==> config.mk <==
export PLATFORM = sky130hd
export DESIGN_NAME = mem_access_stage
export DESIGN_NICKNAME = d
export VERILOG_FILES = /design/src/rtl/mem_access_stage_pkg.sv /design/src/rtl/mem_access_stage_store_align.sv /design/src/rtl/mem_access_stage.sv
export SDC_FILE = /design/constraint.sdc
export NUM_CORES = 1
export LEC_CHECK = 0
export ABC_AREA = 0
export BUFFER_PORTS_ARGS = -buffer_cell sky130_fd_sc_hd__buf_2
export CAP_MARGIN = 20
export CORE_AREA = 2 2 144 146
export CTS_CLUSTER_DIAMETER = 120
export DETAILED_ROUTE_END_ITERATION = 16
export DIE_AREA = 0 0 146 148
export GPL_ROUTABILITY_DRIVEN = 0
export PLACE_DENSITY = 0.73
export SLEW_MARGIN = 15
export SYNTH_ARGS = -nofsm -noshare
export SYNTH_HDL_FRONTEND = slang
export SYNTH_SLANG_ARGS = --single-unit
==> constraint.sdc <==
create_clock -name clk -period 4.01 [get_ports clk]
set_clock_uncertainty 0.05 [all_clocks]
set_input_delay 0.2005 -clock clk [delete_from_list [all_inputs] [get_ports clk]]
set_output_delay 0.2005 -clock clk [all_outputs]
set_load 0.02 [all_outputs]
==> src/rtl/mem_access_stage_pkg.sv <==
// Shared definitions for the memory-access stage: op codes, load-select
// bit positions (the same ones WB decodes), bus size codes and FSM states.
package mem_access_stage_pkg;

   typedef enum logic [3:0] {
      MEM_OP_NONE = 4'd0,
      MEM_OP_LB   = 4'd1,
      MEM_OP_LBU  = 4'd2,
      MEM_OP_LH   = 4'd3,
      MEM_OP_LHU  = 4'd4,
      MEM_OP_LW   = 4'd5,
      MEM_OP_LWL  = 4'd6,
      MEM_OP_LWR  = 4'd7,
      MEM_OP_SB   = 4'd8,
      MEM_OP_SH   = 4'd9,
      MEM_OP_SW   = 4'd10,
      MEM_OP_SWL  = 4'd11,
      MEM_OP_SWR  = 4'd12
   } mem_op_e;

   localparam int LOAD_SEL_W = 11;
   localparam int LOAD_LB    = 0;
   localparam int LOAD_LBU   = 1;
   localparam int LOAD_LH    = 2;
   localparam int LOAD_LHU   = 3;
   localparam int LOAD_LW    = 4;
   localparam int LOAD_L0    = 5;
   localparam int LOAD_L1    = 6;
   localparam int LOAD_L2    = 7;
   localparam int LOAD_R1    = 8;
   localparam int LOAD_R2    = 9;
   localparam int LOAD_R3    = 10;

   localparam logic [1:0] SIZE_BYTE = 2'd0;
   localparam logic [1:0] SIZE_HALF = 2'd1;
   localparam logic [1:0] SIZE_WORD = 2'd2;

   typedef enum logic [1:0] {
      ST_IDLE = 2'd0,
      ST_REQ  = 2'd1,
      ST_DONE = 2'd2
   } mem_state_e;

   function automatic logic is_load(mem_op_e op);
      return (op >= MEM_OP_LB) && (op <= MEM_OP_LWR);
   endfunction

   function automatic logic is_store(mem_op_e op);
      return (op >= MEM_OP_SB) && (op <= MEM_OP_SWR);
   endfunction

   // Unaligned LWL/LWR/SWL/SWR are legal by design and never fault.
   function automatic logic addr_err(mem_op_e op, logic [1:0] a);
      case (op)
         MEM_OP_LH, MEM_OP_LHU, MEM_OP_SH: addr_err = a[0];
         MEM_OP_LW, MEM_OP_SW:             addr_err = |a;
         default:                          addr_err = 1'b0;
      endcase
   endfunction

   function automatic logic is_partial_word(mem_op_e op);
      return (op == MEM_OP_LWL) || (op == MEM_OP_LWR) ||
             (op == MEM_OP_SWL) || (op == MEM_OP_SWR);
   endfunction

endpackage

==> src/rtl/mem_access_stage_store_align.sv <==
// Combinational lane logic: byte enables, lane-aligned store data, bus size,
// address-error detection and the one-hot load select handed to WB.
module mem_store_align
   import mem_access_stage_pkg::*;
(
   input  mem_op_e                 op,
   input  logic [1:0]              a,
   input  logic [31:0]             rt,
   output logic [3:0]              wstrb,
   output logic [31:0]             wdata,
   output logic [1:0]              size,
   output logic                    addrErr,
   output logic [LOAD_SEL_W-1:0]   loadSel
);

   always_comb begin
      wstrb   = 4'b0000;
      wdata   = 32'h0;
      size    = SIZE_BYTE;
      loadSel = '0;
      addrErr = addr_err(op, a);
      case (op)
         MEM_OP_LB:  loadSel[LOAD_LB] = 1'b1;
         MEM_OP_LBU: loadSel[LOAD_LBU] = 1'b1;
         MEM_OP_LH: begin
            size = SIZE_HALF;
            loadSel[LOAD_LH] = 1'b1;
         end
         MEM_OP_LHU: begin
            size = SIZE_HALF;
            loadSel[LOAD_LHU] = 1'b1;
         end
         MEM_OP_LW: begin
            size = SIZE_WORD;
            loadSel[LOAD_LW] = 1'b1;
         end
         MEM_OP_LWL: begin
            size = SIZE_WORD;
            case (a)
               2'd0:    loadSel[LOAD_L0] = 1'b1;
               2'd1:    loadSel[LOAD_L1] = 1'b1;
               2'd2:    loadSel[LOAD_L2] = 1'b1;
               default: loadSel[LOAD_LW] = 1'b1;
            endcase
         end
         MEM_OP_LWR: begin
            size = SIZE_WORD;
            case (a)
               2'd0:    loadSel[LOAD_LW] = 1'b1;
               2'd1:    loadSel[LOAD_R1] = 1'b1;
               2'd2:    loadSel[LOAD_R2] = 1'b1;
               default: loadSel[LOAD_R3] = 1'b1;
            endcase
         end
         MEM_OP_SB: begin
            wstrb = 4'b0001 << a;
            wdata = {4{rt[7:0]}};
         end
         MEM_OP_SH: begin
            size  = SIZE_HALF;
            wstrb = a[1] ? 4'b1100 : 4'b0011;
            wdata = {2{rt[15:0]}};
         end
         MEM_OP_SW: begin
            size  = SIZE_WORD;
            wstrb = 4'b1111;
            wdata = rt;
         end
         MEM_OP_SWL: begin
            // 3-a equals ~a for a two-bit offset.
            size = SIZE_WORD;
            case (a)
               2'd0:    wstrb = 4'b0001;
               2'd1:    wstrb = 4'b0011;
               2'd2:    wstrb = 4'b0111;
               default: wstrb = 4'b1111;
            endcase
            wdata = rt >> {~a, 3'b000};
         end
         MEM_OP_SWR: begin
            size  = SIZE_WORD;
            wstrb = 4'b1111 << a;
            wdata = rt << {a, 3'b000};
         end
         default: ;
      endcase
   end

endmodule

==> src/rtl/mem_access_stage.sv <==
// Memory-access pipeline stage: holds one EXE entry, issues at most one data
// request for it and passes load select / alignment / rt data on to WB.
module mem_access_stage
   import mem_access_stage_pkg::*;
#(
   parameter int ADDR_W = 32,
   parameter int DATA_W = 32
) (
   input  logic                  clk,
   input  logic                  rst,
   input  logic                  flush_w_i,
   input  logic                  EXE_valid_w_i,
   input  logic                  WB_allowin_w_i,
   output logic                  MEM_allowin_w_o,
   output logic                  MEM_valid_w_o,
   input  logic [4:0]            EXE_writeNum_i,
   input  logic [ADDR_W-1:0]     EXE_VAddr_i,
   input  logic [ADDR_W-1:0]     EXE_memAddr_i,
   input  logic [3:0]            EXE_memOp_i,
   input  logic [DATA_W-1:0]     EXE_rtData_i,
   input  logic [DATA_W-1:0]     EXE_finalRes_i,
   input  logic                  EXE_exceptionRisk_i,
   input  logic                  EXE_isDangerous_i,
   output logic [4:0]            MEM_writeNum_o,
   output logic [ADDR_W-1:0]     MEM_VAddr_o,
   output logic [DATA_W-1:0]     MEM_rtData_o,
   output logic [DATA_W-1:0]     MEM_finalRes_o,
   output logic                  MEM_isDangerous_o,
   output logic                  MEM_exceptionRisk_o,
   output logic                  MEM_memReq_o,
   output logic [1:0]            MEM_alignCheck_o,
   output logic [LOAD_SEL_W-1:0] MEM_loadSel_o,
   output logic                  MEM_addrErr_w_o,
   output logic [ADDR_W-1:0]     MEM_badVAddr_w_o,
   output logic [4:0]            MEM_writeNum_w_o,
   output logic                  data_req,
   output logic                  data_wr,
   output logic [1:0]            data_size,
   output logic [ADDR_W-1:0]     data_addr,
   output logic [3:0]            data_wstrb,
   output logic [DATA_W-1:0]     data_wdata,
   input  logic                  data_addr_ok,
   output logic [1:0]            state_dbg
);

   // Handshake: an entry enters on EXE_valid_w_i & MEM_allowin_w_o and leaves
   // to WB on MEM_valid_w_o & WB_allowin_w_i. The bus accepts a request on
   // data_req & data_addr_ok; data_req is gated by WB_allowin_w_i so that the
   // accept cycle is always the transfer cycle. data_req may drop unaccepted.

   logic                  has_data;
   mem_state_e            state;
   logic [4:0]            write_num_r;
   logic [ADDR_W-1:0]     vaddr_r;
   logic [ADDR_W-1:0]     mem_addr_r;
   mem_op_e               mem_op_r;
   logic [DATA_W-1:0]     rt_data_r;
   logic [DATA_W-1:0]     final_res_r;
   logic                  exc_risk_r;
   logic                  is_dangerous_r;

   logic                  addr_err_s;
   logic [3:0]            wstrb_s;
   logic [31:0]           wdata_s;
   logic [1:0]            size_s;
   logic [LOAD_SEL_W-1:0] load_sel_s;

   mem_op_e               in_op;
   logic                  in_need;
   logic                  held_err;
   logic                  need_req;

   mem_store_align u_align (
      .op      (mem_op_r),
      .a       (mem_addr_r[1:0]),
      .rt      (rt_data_r),
      .wstrb   (wstrb_s),
      .wdata   (wdata_s),
      .size    (size_s),
      .addrErr (addr_err_s),
      .loadSel (load_sel_s)
   );

   assign in_op   = mem_op_e'(EXE_memOp_i);
   assign in_need = (in_op != MEM_OP_NONE) && !EXE_exceptionRisk_i &&
                    !addr_err(in_op, EXE_memAddr_i[1:0]);

   assign held_err = has_data & addr_err_s;
   assign need_req = has_data && (mem_op_r != MEM_OP_NONE) && !exc_risk_r &&
                     !addr_err_s && !flush_w_i;

   assign data_req        = (state == ST_REQ) && need_req && WB_allowin_w_i;
   assign MEM_valid_w_o   = has_data && (!need_req || data_addr_ok || (state == ST_DONE));
   assign MEM_allowin_w_o = !has_data || (MEM_valid_w_o && WB_allowin_w_i);

   always_ff @(posedge clk or posedge rst) begin
      if (rst) begin
         has_data       <= 1'b0;
         state          <= ST_IDLE;
         write_num_r    <= '0;
         vaddr_r        <= '0;
         mem_addr_r     <= '0;
         mem_op_r       <= MEM_OP_NONE;
         rt_data_r      <= '0;
         final_res_r    <= '0;
         exc_risk_r     <= 1'b0;
         is_dangerous_r <= 1'b0;
      end else if (flush_w_i) begin
         has_data <= 1'b0;
         state    <= ST_IDLE;
      end else if (MEM_allowin_w_o) begin
         if (EXE_valid_w_i) begin
            has_data       <= 1'b1;
            state          <= in_need ? ST_REQ : ST_IDLE;
            write_num_r    <= EXE_writeNum_i;
            vaddr_r        <= EXE_VAddr_i;
            mem_addr_r     <= EXE_memAddr_i;
            mem_op_r       <= in_op;
            rt_data_r      <= EXE_rtData_i;
            final_res_r    <= EXE_finalRes_i;
            exc_risk_r     <= EXE_exceptionRisk_i;
            is_dangerous_r <= EXE_isDangerous_i;
         end else begin
            has_data <= 1'b0;
            state    <= ST_IDLE;
         end
      end else if (data_req && data_addr_ok) begin
         state <= ST_DONE;
      end
   end

   assign MEM_writeNum_o      = write_num_r;
   assign MEM_VAddr_o         = vaddr_r;
   assign MEM_rtData_o        = rt_data_r;
   assign MEM_finalRes_o      = final_res_r;
   assign MEM_isDangerous_o   = is_dangerous_r;
   assign MEM_exceptionRisk_o = exc_risk_r | held_err;
   assign MEM_memReq_o        = has_data & is_load(mem_op_r) & !exc_risk_r & !addr_err_s;
   assign MEM_alignCheck_o    = mem_addr_r[1:0];
   assign MEM_loadSel_o       = load_sel_s;
   assign MEM_addrErr_w_o     = held_err;
   assign MEM_badVAddr_w_o    = mem_addr_r;
   assign MEM_writeNum_w_o    = has_data ? write_num_r : 5'd0;

   // Partial-word ops always move the whole aligned word.
   assign data_wr    = is_store(mem_op_r);
   assign data_size  = size_s;
   assign data_addr  = is_partial_word(mem_op_r) ? {mem_addr_r[ADDR_W-1:2], 2'b00} : mem_addr_r;
   assign data_wstrb = wstrb_s;
   assign data_wdata = wdata_s;
   assign state_dbg  = state;

endmodule

After elaboration in Yosys (flattened, before gate mapping)
Index checks and enable logic that the tools add are counted.
{"block": "op_classes", "order_cmp": 4, "n_eq_ne": 21, "shift": 4, "muxes": 28, "n_bitwise": 7, "reduce_logical": 40}
{"operator": "$pmux W32 S5", "count": 1}
{"operator": "$shl A32 B5 Y32", "count": 1}
{"operator": "$shr A32 B5 Y32", "count": 1}
{"operator": "$eq A4 B4 Y1 const B", "count": 7}
{"operator": "$eq A4 B3 Y1 const B", "count": 6}
{"operator": "$pmux W4 S5", "count": 1}
{"operator": "$logic_and A1 B1 Y1", "count": 13}
{"operator": "$mux W1", "count": 13}
{"operator": "$eq A4 B2 Y1 const B", "count": 3}
{"operator": "$pmux W4 S3", "count": 1}
{"operator": "$reduce_or A3 Y1", "count": 3}
{"operator": "$mux W2", "count": 4}
{"operator": "$reduce_bool A4 Y1", "count": 2}
{"operator": "$reduce_or A2 Y1", "count": 4}
{"operator": "$logic_not A1 Y1", "count": 7}
{"operator": "$logic_or A1 B1 Y1", "count": 6}
{"operator": "$mux W3", "count": 2}
{"operator": "$reduce_or A6 Y1", "count": 1}
{"operator": "$mux W5", "count": 1}
{"operator": "$and A1 B1 Y1", "count": 4}
{"operator": "$eq A2 B1 Y1 const B", "count": 2}
{"operator": "$eq A2 B2 Y1 const B", "count": 2}
{"operator": "$eq A4 B1 Y1 const B", "count": 1}
{"operator": "$ge A4 B1 Y1 const B", "count": 1}
{"operator": "other kinds (16)", "count": 17}
{"block": "totals", "ff_bits": 142, "input_bits": 145, "output_inout_bits": 231, "elab_cells": 114}

Longest topological paths before layout
Gate-level depths: netlist of run 1.
{"block": "depth", "word_depth": 14, "ltp_mapped": 8, "mapped_depth_nobuf": 5}

Cells and area by module
From an unflattened synthesis of run 1, not the netlist that was laid out.
{"block": "unflattened", "hier_cells": 628, "hier_area_um2": 7957.6}
{"mod": "mem_access_stage", "instances": 1, "cells_each": 376, "area_each_um2": 6202.2, "seq_area_each_um2": 3553.4}
{"mod": "mem_store_align", "instances": 1, "cells_each": 252, "area_each_um2": 1755.4, "seq_area_each_um2": 0.0}

Worst setup path after synthesis of run 1
OpenSTA, ideal clock, no wires.
{"block": "synth_path", "kind": "register to output", "start": "reg mem_addr_r[1], in the netlist MEM_badVAddr_w_o[1]", "end": "out data_wdata[19]", "t_arrival_ps": 2180, "t_required_ps": 3760, "slack_ps": 1580, "stages_incl_launch_ff": 7, "path_buffers": 2, "cell_sequence": "dfrtp_1 buf_1 inv_1 clkbuf_1 nor3_1 a221oi_1 o21ai_0"}
{"block": "synth_via", "elab_chain_cells": 3, "elab_cells_between_ends": 4, "cone_classes": "shift: 2; mux: 1; bitwise: 1"}
{"element": "start, declared", "line_no": "mem_access_stage.sv:55", "source": "logic [ADDR_W-1:0] mem_addr_r;"}
{"element": "start signal, assigned", "line_no": "mem_access_stage.sv:117", "source": "mem_addr_r <= EXE_memAddr_i;"}
{"element": "$not A2 Y2", "line_no": "mem_access_stage_store_align.sv:78", "source": "wdata = rt >> {~a, 3'b000};"}
{"element": "$shr A32 B5 Y32", "line_no": "mem_access_stage_store_align.sv:78"}
{"element": "$pmux W32 S5 *", "line_no": "mem_access_stage_store_align.sv:22", "source": "case (op)"}
{"element": "end, declared", "line_no": "mem_access_stage.sv:41", "source": "output logic [DATA_W-1:0] data_wdata,"}
Mark *: on every way between the ends. The rest lies on a longest branch, timed or not.

Worst setup path after layout of run 1
{"block": "layout_path", "start": "reg mem_op_r[2]", "end": "out data_wdata[10]"}
{"block": "layout_via", "elab_chain_cells": 2, "elab_cells_between_ends": 6, "cone_classes": "eq/ne: 5; mux: 1"}
{"element": "start, declared", "line_no": "mem_access_stage.sv:56", "source": "mem_op_e mem_op_r;"}
{"element": "start signal, assigned", "line_no": "mem_access_stage.sv:118", "source": "mem_op_r <= in_op;"}
{"element": "$eq A4 B4 Y1", "line_no": "mem_access_stage_store_align.sv:22"}
{"element": "$pmux W32 S5 *", "line_no": "mem_access_stage_store_align.sv:22"}
Marks and branches as above.

==> flow_summary.ini, run 1 <==
[setup_path]
startpoint = mem_op_r[2]
reg2reg_to = MEM_rtData_o[31]
cp_max_fo = 13
reg2reg_slack_ps = 910
criticalPathCategory = reg -> out
cp_data_required_time_ps = 3760
arrival_ps = 3190
r2r-start = mem_op_r[3]
reg2regPathDepth = 7
cp-end-kind = output pin
start_kind = flip-flop
critPathCapture = data_wdata[10]

[floorplanning]
die_x_um = 146
design.die.area_um2 = 21600
rows = 52
core_area_um2 = 20000
dieHeight_um = 148
num_io_pins = 376
initial_core_util = 0.400

[timing]
hold_viol_final = 0
fin_crit_sh = 0.858
slew_headroom = 0.464
max_freq_ghz = 0.291
setup_viol = 0
min_period_ps = 3440
rsz0062_at_grt = false
slew_viol_final = 0
tns_ps = 0
worst_slew_pin_slew_ps = 801

[grt]
antenna_found_initial = 1
grt_pass1_vias = 7035
grt_max_degree = 79
grt_usage = 0.229
grt-ovfl-total = 0
grt_first_pass_wirelength_mm = 39.1

[yosys]
synth_nets = 785
ys_dominant_reg_cell = dfrtp_1
yosysWarnings = 0
ys_ff_latch = 142
yosysUniqueCellTypes = 57
syn-cell-area_um2 = 8010
synth_seq_area_share = 0.444
synth_edf_count = 0
async_reset_ff_frac = 1.00
syn_inst = 640
syn_avg_cell_area_um2 = 12.5

[cells_and_area]
final_nets = 1258
fin_area_um2 = 11800
syn_to_final_growth_pct = 47.6
final_common_cell = buf_2
n_fill_cell = 1623
diodes = 0
layout-drive-gt1-share = 0.512
final_cell_mix = buf_2, dfrtp_1, dlygate4sd3_1

[routing]
route.detailed.drc = 0
ant_nets = 0
vias = 7074
post_drt_wl_per_cell_um = 18.5
vias_per_cell = 5.07
wl_mm = 25.8
drt_pass1_iterations = 5
drt-initial-drc-count = 445

[power_and_ir_drop]
power.density_nw_per_um2 = 508
power_mw = 6.01
p_leak_nw = 5.81
peakVddDrop_mv = 0.269

[clock_tree]
post_cts_buffers = 0
cts_resized = 0
clk_path_buf_depth = 2
cts_inserted_buffers = 17
clk_pin_slew_ps = 70
cts_sinks = 142
cts-root-buf = clkbuf_16
cts_tree = done
worstSkewPairLatency_ps = 410
cts_htree_levels = 4
postCtsHoldBufs = 139

[job]
drv_cap = 0

[min_path]
min_path_type = in -> reg
holdCritStartpoint = EXE_rtData_i[15]

[placement]
portBuffers = 375
place_area_um2 = 9810
dp.final_hpwl_mm = 16.5

[outcome]
status = finished, final reports clean
## cell families after synthesis
kind of cell / share of synthesized area
flops: 0.444
simple gates: 0.0807
mux: 0.293
buf+inv: 0.0817
xor+xnor: 0.00219
compound gates: 0.0984
## area by class of cell
type | instances | area [um^2] | area share
inverter | 7 | 30.0 | 0.00254
sequential | 142 | 3550 | 0.301
timing repair buffer | 533 | 3470 | 0.294
tap | 270 | 338 | 0.0286
multi-input combinational | 412 | 3810 | 0.322
clock buffer | 17 | 425 | 0.0360
clock inverter | 15 | 190 | 0.0161
## power by group
part | internal (mW) | switching, mW
Combinational | 1.04 | 1.33
Clock | 0.900 | 0.731
Sequential | 1.70 | 0.307
Total | 3.65 | 2.36
## worst min-delay path by stage
stage / slack, ps / endpoint / depth (start not counted)
after floorplan: 220 / has_data / 1
after global placement: 240 / MEM_badVAddr_w_o[22] / 2
after detailed placement: 240 / MEM_badVAddr_w_o[11] / 2
after CTS: 20 / mem_op_r[0] / 2
after global routing: 20 / MEM_rtData_o[15] / 2
final: 40 / MEM_rtData_o[15] / 2
## synth_stat cells (all sizes together), types with 2 or more instances
master / instances / area share
a211oi: 3 / 0.0044
a21boi: 2 / 0.0019
a21oi: 23 / 0.014
a221o: 12 / 0.015
a221oi: 4 / 0.0044
a222oi: 3 / 0.0037
a22o: 10 / 0.011
a22oi: 6 / 0.0056
a32oi: 2 / 0.0022
and2: 11 / 0.0086
buf: 58 / 0.069
clkbuf: 21 / 0.0098
dfrtp: 142 / 0.44
inv: 7 / 0.0033
mux2: 149 / 0.26
mux2i: 23 / 0.029
mux4: 3 / 0.0084
nand2: 32 / 0.015
nand2b: 8 / 0.0062
nand3: 3 / 0.0019
nand4b: 3 / 0.0033
nor2: 29 / 0.014
nor2b: 13 / 0.010
nor3: 15 / 0.011
nor4: 2 / 0.0016
o21ai: 20 / 0.012
o22ai: 10 / 0.0078
o32ai: 3 / 0.0033
or2: 2 / 0.0016
xnor2: 2 / 0.0022
## flip-flops by register name (all words and copies together), names as in the netlist
signal             count
MEM_finalRes_o        32
MEM_VAddr_o           32
MEM_isDangerous_o      1
MEM_badVAddr_w_o      32
mem_op_r               4
state_dbg              2
MEM_rtData_o          32
MEM_writeNum_o         5
has_data               1
exc_risk_r             1
## metal layers
layer / routed length, um / global-route usage
met1: 10600 / 0.290
met2: 12900 / 0.391
met3: 1710 / 0.0506
met4: 586 / 0.0762
met5: 0 / 0
## metrics by stage
| step | worst slack, ps | hold slack [ps] | utilization | std cells |
|---|---|---|---|---|
| after detailed placement | 917 | 244 | 0.490 | 1225 |
| after floorplan | 1580 | 217 | - | 640 |
| after global placement | 994 | 241 | 0.490 | 1225 |
| final | 571 | 36.0 | 0.590 | 1396 |
| after global routing | 361 | 19.0 | 0.590 | 1396 |
| after CTS | 574 | 19.2 | 0.590 | 1396 |
## worst max-delay path, stage by stage, from the launching register on
cell,delay (ps)
dfrtp_1,580
buf_4,240
nor4bb_2,670
buf_4,280
nand2_1,220
o21ai_0,360
a22oi_1,140
nand2_1,110
buf_2,160
Power figures use the tool's default switching activity.
==> inputs of run 2 (changes only) <==
--- a/config.mk
+++ b/config.mk
@@ -6,15 +6,17 @@
 export NUM_CORES = 1
 export LEC_CHECK = 0
 export ABC_AREA = 0
+export ABC_CLOCK_PERIOD_IN_PS = 4010
 export BUFFER_PORTS_ARGS = -buffer_cell sky130_fd_sc_hd__buf_2
 export CAP_MARGIN = 20
-export CORE_AREA = 2 2 144 146
+export CORE_AREA = 2 2 148 150
 export CTS_CLUSTER_DIAMETER = 120
 export DETAILED_ROUTE_END_ITERATION = 16
-export DIE_AREA = 0 0 146 148
+export DIE_AREA = 0 0 150 152
 export GPL_ROUTABILITY_DRIVEN = 0
-export PLACE_DENSITY = 0.73
+export PLACE_DENSITY = 0.7
 export SLEW_MARGIN = 15
 export SYNTH_ARGS = -nofsm -noshare
 export SYNTH_HDL_FRONTEND = slang
+export SYNTH_HIERARCHICAL = 1
 export SYNTH_SLANG_ARGS = --single-unit
==> constraint.sdc (replaced) <==
create_clock -name clk -period 4.01 [get_ports clk]
set_clock_uncertainty 0.05 [all_clocks]
set_input_delay 0.2005 -clock clk [delete_from_list [all_inputs] [get_ports clk]]
set_output_delay 0.2005 -clock clk [all_outputs]
set_load 0.005 [all_outputs]
==> run 2 against run 1 <==
Effect of this change: area after synthesis fell by 0.67%; combinational power is 29% lower; total power is 13% lower; register-to-register slack got worse by 380 ps; sequential power down 2%; largest cell class unchanged; highest routed layer is now met5.
==> flow_summary.ini, run 2 <==
[outcome]
status = finished, final reports clean

[setup_path]
reg2reg_slack_ps = 530
cp_max_fo = 59
reg2regPathDepth = 9
reg2reg_to = MEM_badVAddr_w_o[18]
crit_chain = inv_2 > nand2_1 > o32a_1 > o22ai_1 > or3b_1 > o41ai_2 > a21oi_4 > buf_4 > mux2_1
criticalPathCategory = reg -> reg
critPathSlowestCell = dfrtp_1
r2r-start = mem_op_r[1]
cp_data_required_time_ps = 4250
start_kind = flip-flop
startpoint = mem_op_r[1]
arrival_ps = 3720
cp-end-kind = flip-flop
slowest_delay_ps = 660

[routing]
wl_mm = 26.4
vias = 7100
vias_per_cell = 5.11
ant_nets = 0
post_drt_wl_per_cell_um = 19.0
drt-initial-drc-count = 588
route.detailed.drc = 0
drt_pass1_iterations = 5

[cells_and_area]
final_nets = 1241
diodes = 0
syn_to_final_growth_pct = 46.9
n_fill_cell = 1781
layout-drive-gt1-share = 0.519
final_util = 0.548
multiInputGateArea_um2 = 3830
seq_area_um2 = 3550
final_cell_mix = buf_2, dfrtp_1, dlygate4sd3_1
final_common_cell = buf_2

[yosys]
synth_simple_gate_area_frac = 0.0802
muxShareOfSynthArea = 0.290
yosysTopAreaCell = dfrtp_1
async_reset_ff_frac = 1.00
yosysMostFrequentCell = dfrtp_1
synthXorXnorAreaFrac = 0
synth_top_family_by_area = multiplexers
synth_area_leaders = dfrtp_1, mux2_4, mux2_2
syn-cell-area_um2 = 7960
synth_edf_count = 0
synthTopCellsByCount = dfrtp_1, mux2_4, buf_4, mux2_2, nand2_1
yosysUniqueCellTypes = 66
synth_top_cell_area_share = 0.447
syn_inst = 628
yosysWarnings = 6
synth_fa_ha_area_frac = 0
synth_nets = 773
synth_seq_area_share = 0.447
syn_avg_cell_area_um2 = 12.7
ys_dominant_reg_cell = dfrtp_1
ys_ff_latch = 142
synth_compound_area_frac = 0.110

[min_path]
holdCritStartpoint = EXE_memOp_i[2]
worstHoldEndpoint = mem_op_r[2]
hold_depth = 2
min_path_type = in -> reg

[floorplanning]
num_io_pins = 376
die_x_um = 150
dieHeight_um = 152
rows = 54
core_area_um2 = 21400
design.die.area_um2 = 22800
initial_core_util = 0.373

[placement]
portBuffers = 375
dp.final_hpwl_mm = 17.4
place_ws_ps = 596

[clock_tree]
postCtsHoldBufs = 137
worstSkewPairLatency_ps = 410
cts_resized = 0
clk_path_buf_depth = 2
cts_htree_levels = 4
post_cts_buffers = 0
cts-root-buf = clkbuf_16
cts_tree = done
clk_pin_slew_ps = 70
cts_sinks = 142
cts_inserted_buffers = 17

[timing]
rsz0062_at_grt = false
setup_viol = 0
min_period_ps = 3480
max_freq_ghz = 0.287
fin_crit_sh = 0.867
hold_viol_final = 0
tns_ps = 0
slew_viol_final = 0
worst_slew_pin_slew_ps = 961
slew_headroom = 0.360
timing.final.ws_setup_ps = 531

[grt]
grt-ovfl-total = 0
grt_first_pass_wirelength_mm = 41.0
grt_usage = 0.229
grt_max_degree = 81
grt_pass1_vias = 7184
antenna_found_initial = 1

[power_and_ir_drop]
peakVddDrop_mv = 0.265
p_leak_nw = 5.71
power_mw = 5.20
power.density_nw_per_um2 = 445

[job]
drv_cap = 0
-- run 2: changes by cell type after synthesis, sizes merged, moves of 4 or more --
| cell | delta |
|---|---|
| o22ai | -4 |
| nand2b | +5 |
| a31oi | +7 |
| mux2 | -5 |
| buf | +12 |
| clkbuf | -17 |
| nor2 | -13 |
| nor3 | -5 |
-- run 2: cell type report --
| class | count | share of cell area |
|---|---|---|
| clock inverters | 14 | 0.0112 |
| flip-flops and latches | 142 | 0.304 |
| well taps | 280 | 0.0300 |
| clock buffers | 18 | 0.0376 |
| inverters | 8 | 0.00289 |
| repair buffers | 523 | 0.287 |
| multi-input cells | 404 | 0.327 |
-- run 2: how the worst max path moves through the flow --
stage,slack [ps],to
floorplan,990,MEM_VAddr_o[0]
finish,530,MEM_badVAddr_w_o[18]
CTS,580,MEM_badVAddr_w_o[16]
global route,370,MEM_badVAddr_w_o[18]
detailed placement,600,MEM_badVAddr_w_o[20]
global placement,620,MEM_badVAddr_w_o[10]
-- run 2: worst max-delay path: cells and delay by family, from the launching register on --
| kind | cells | cell delay, ps |
|---|---|---|
| AOI/OAI and AO/OA | 4 | 960 |
| DFF | 1 | 660 |
| buffers and inverters | 2 | 610 |
| and+or+nand+nor | 2 | 550 |
| muxes | 1 | 480 |
-- run 2: logic make-up (layout without fill, tap and decap cells) --
family,Yosys count,in the layout
simple gates,115,115
mux,169,169
flops,142,142
compound gates,120,120
buf+inv,82,563
-- run 2: per-layer routing --
layer	part of all wire	routed length, um	GRT usage	vias up
met5	0.00049	13	0	-
met4	0.033	878	0.0943	2
met3	0.078	2070	0.0505	61
met2	0.49	12900	0.368	390
met1	0.40	10500	0.298	3436
li1	-	-	-	3211
-- run 2: power breakdown --
group	internal (mW)	total, mW	leakage, nW	switching (mW)
Clock	0.843	1.56	0.281	0.713
Combinational	0.929	1.68	3.76	0.752
Sequential	1.68	1.96	1.67	0.285
-- run 2: per-stage QoR --
| stage | hold slack (ps) | area, um^2 | cells |
|---|---|---|---|
| after floorplan | 217 | 7960 | 628 |
| after global routing | 18.6 | 11700 | 1389 |
| final | 28.9 | 11700 | 1389 |
| after CTS | 5.61 | 11700 | 1389 |
| after global placement | 265 | 9750 | 1220 |
| after detailed placement | 283 | 9750 | 1220 |
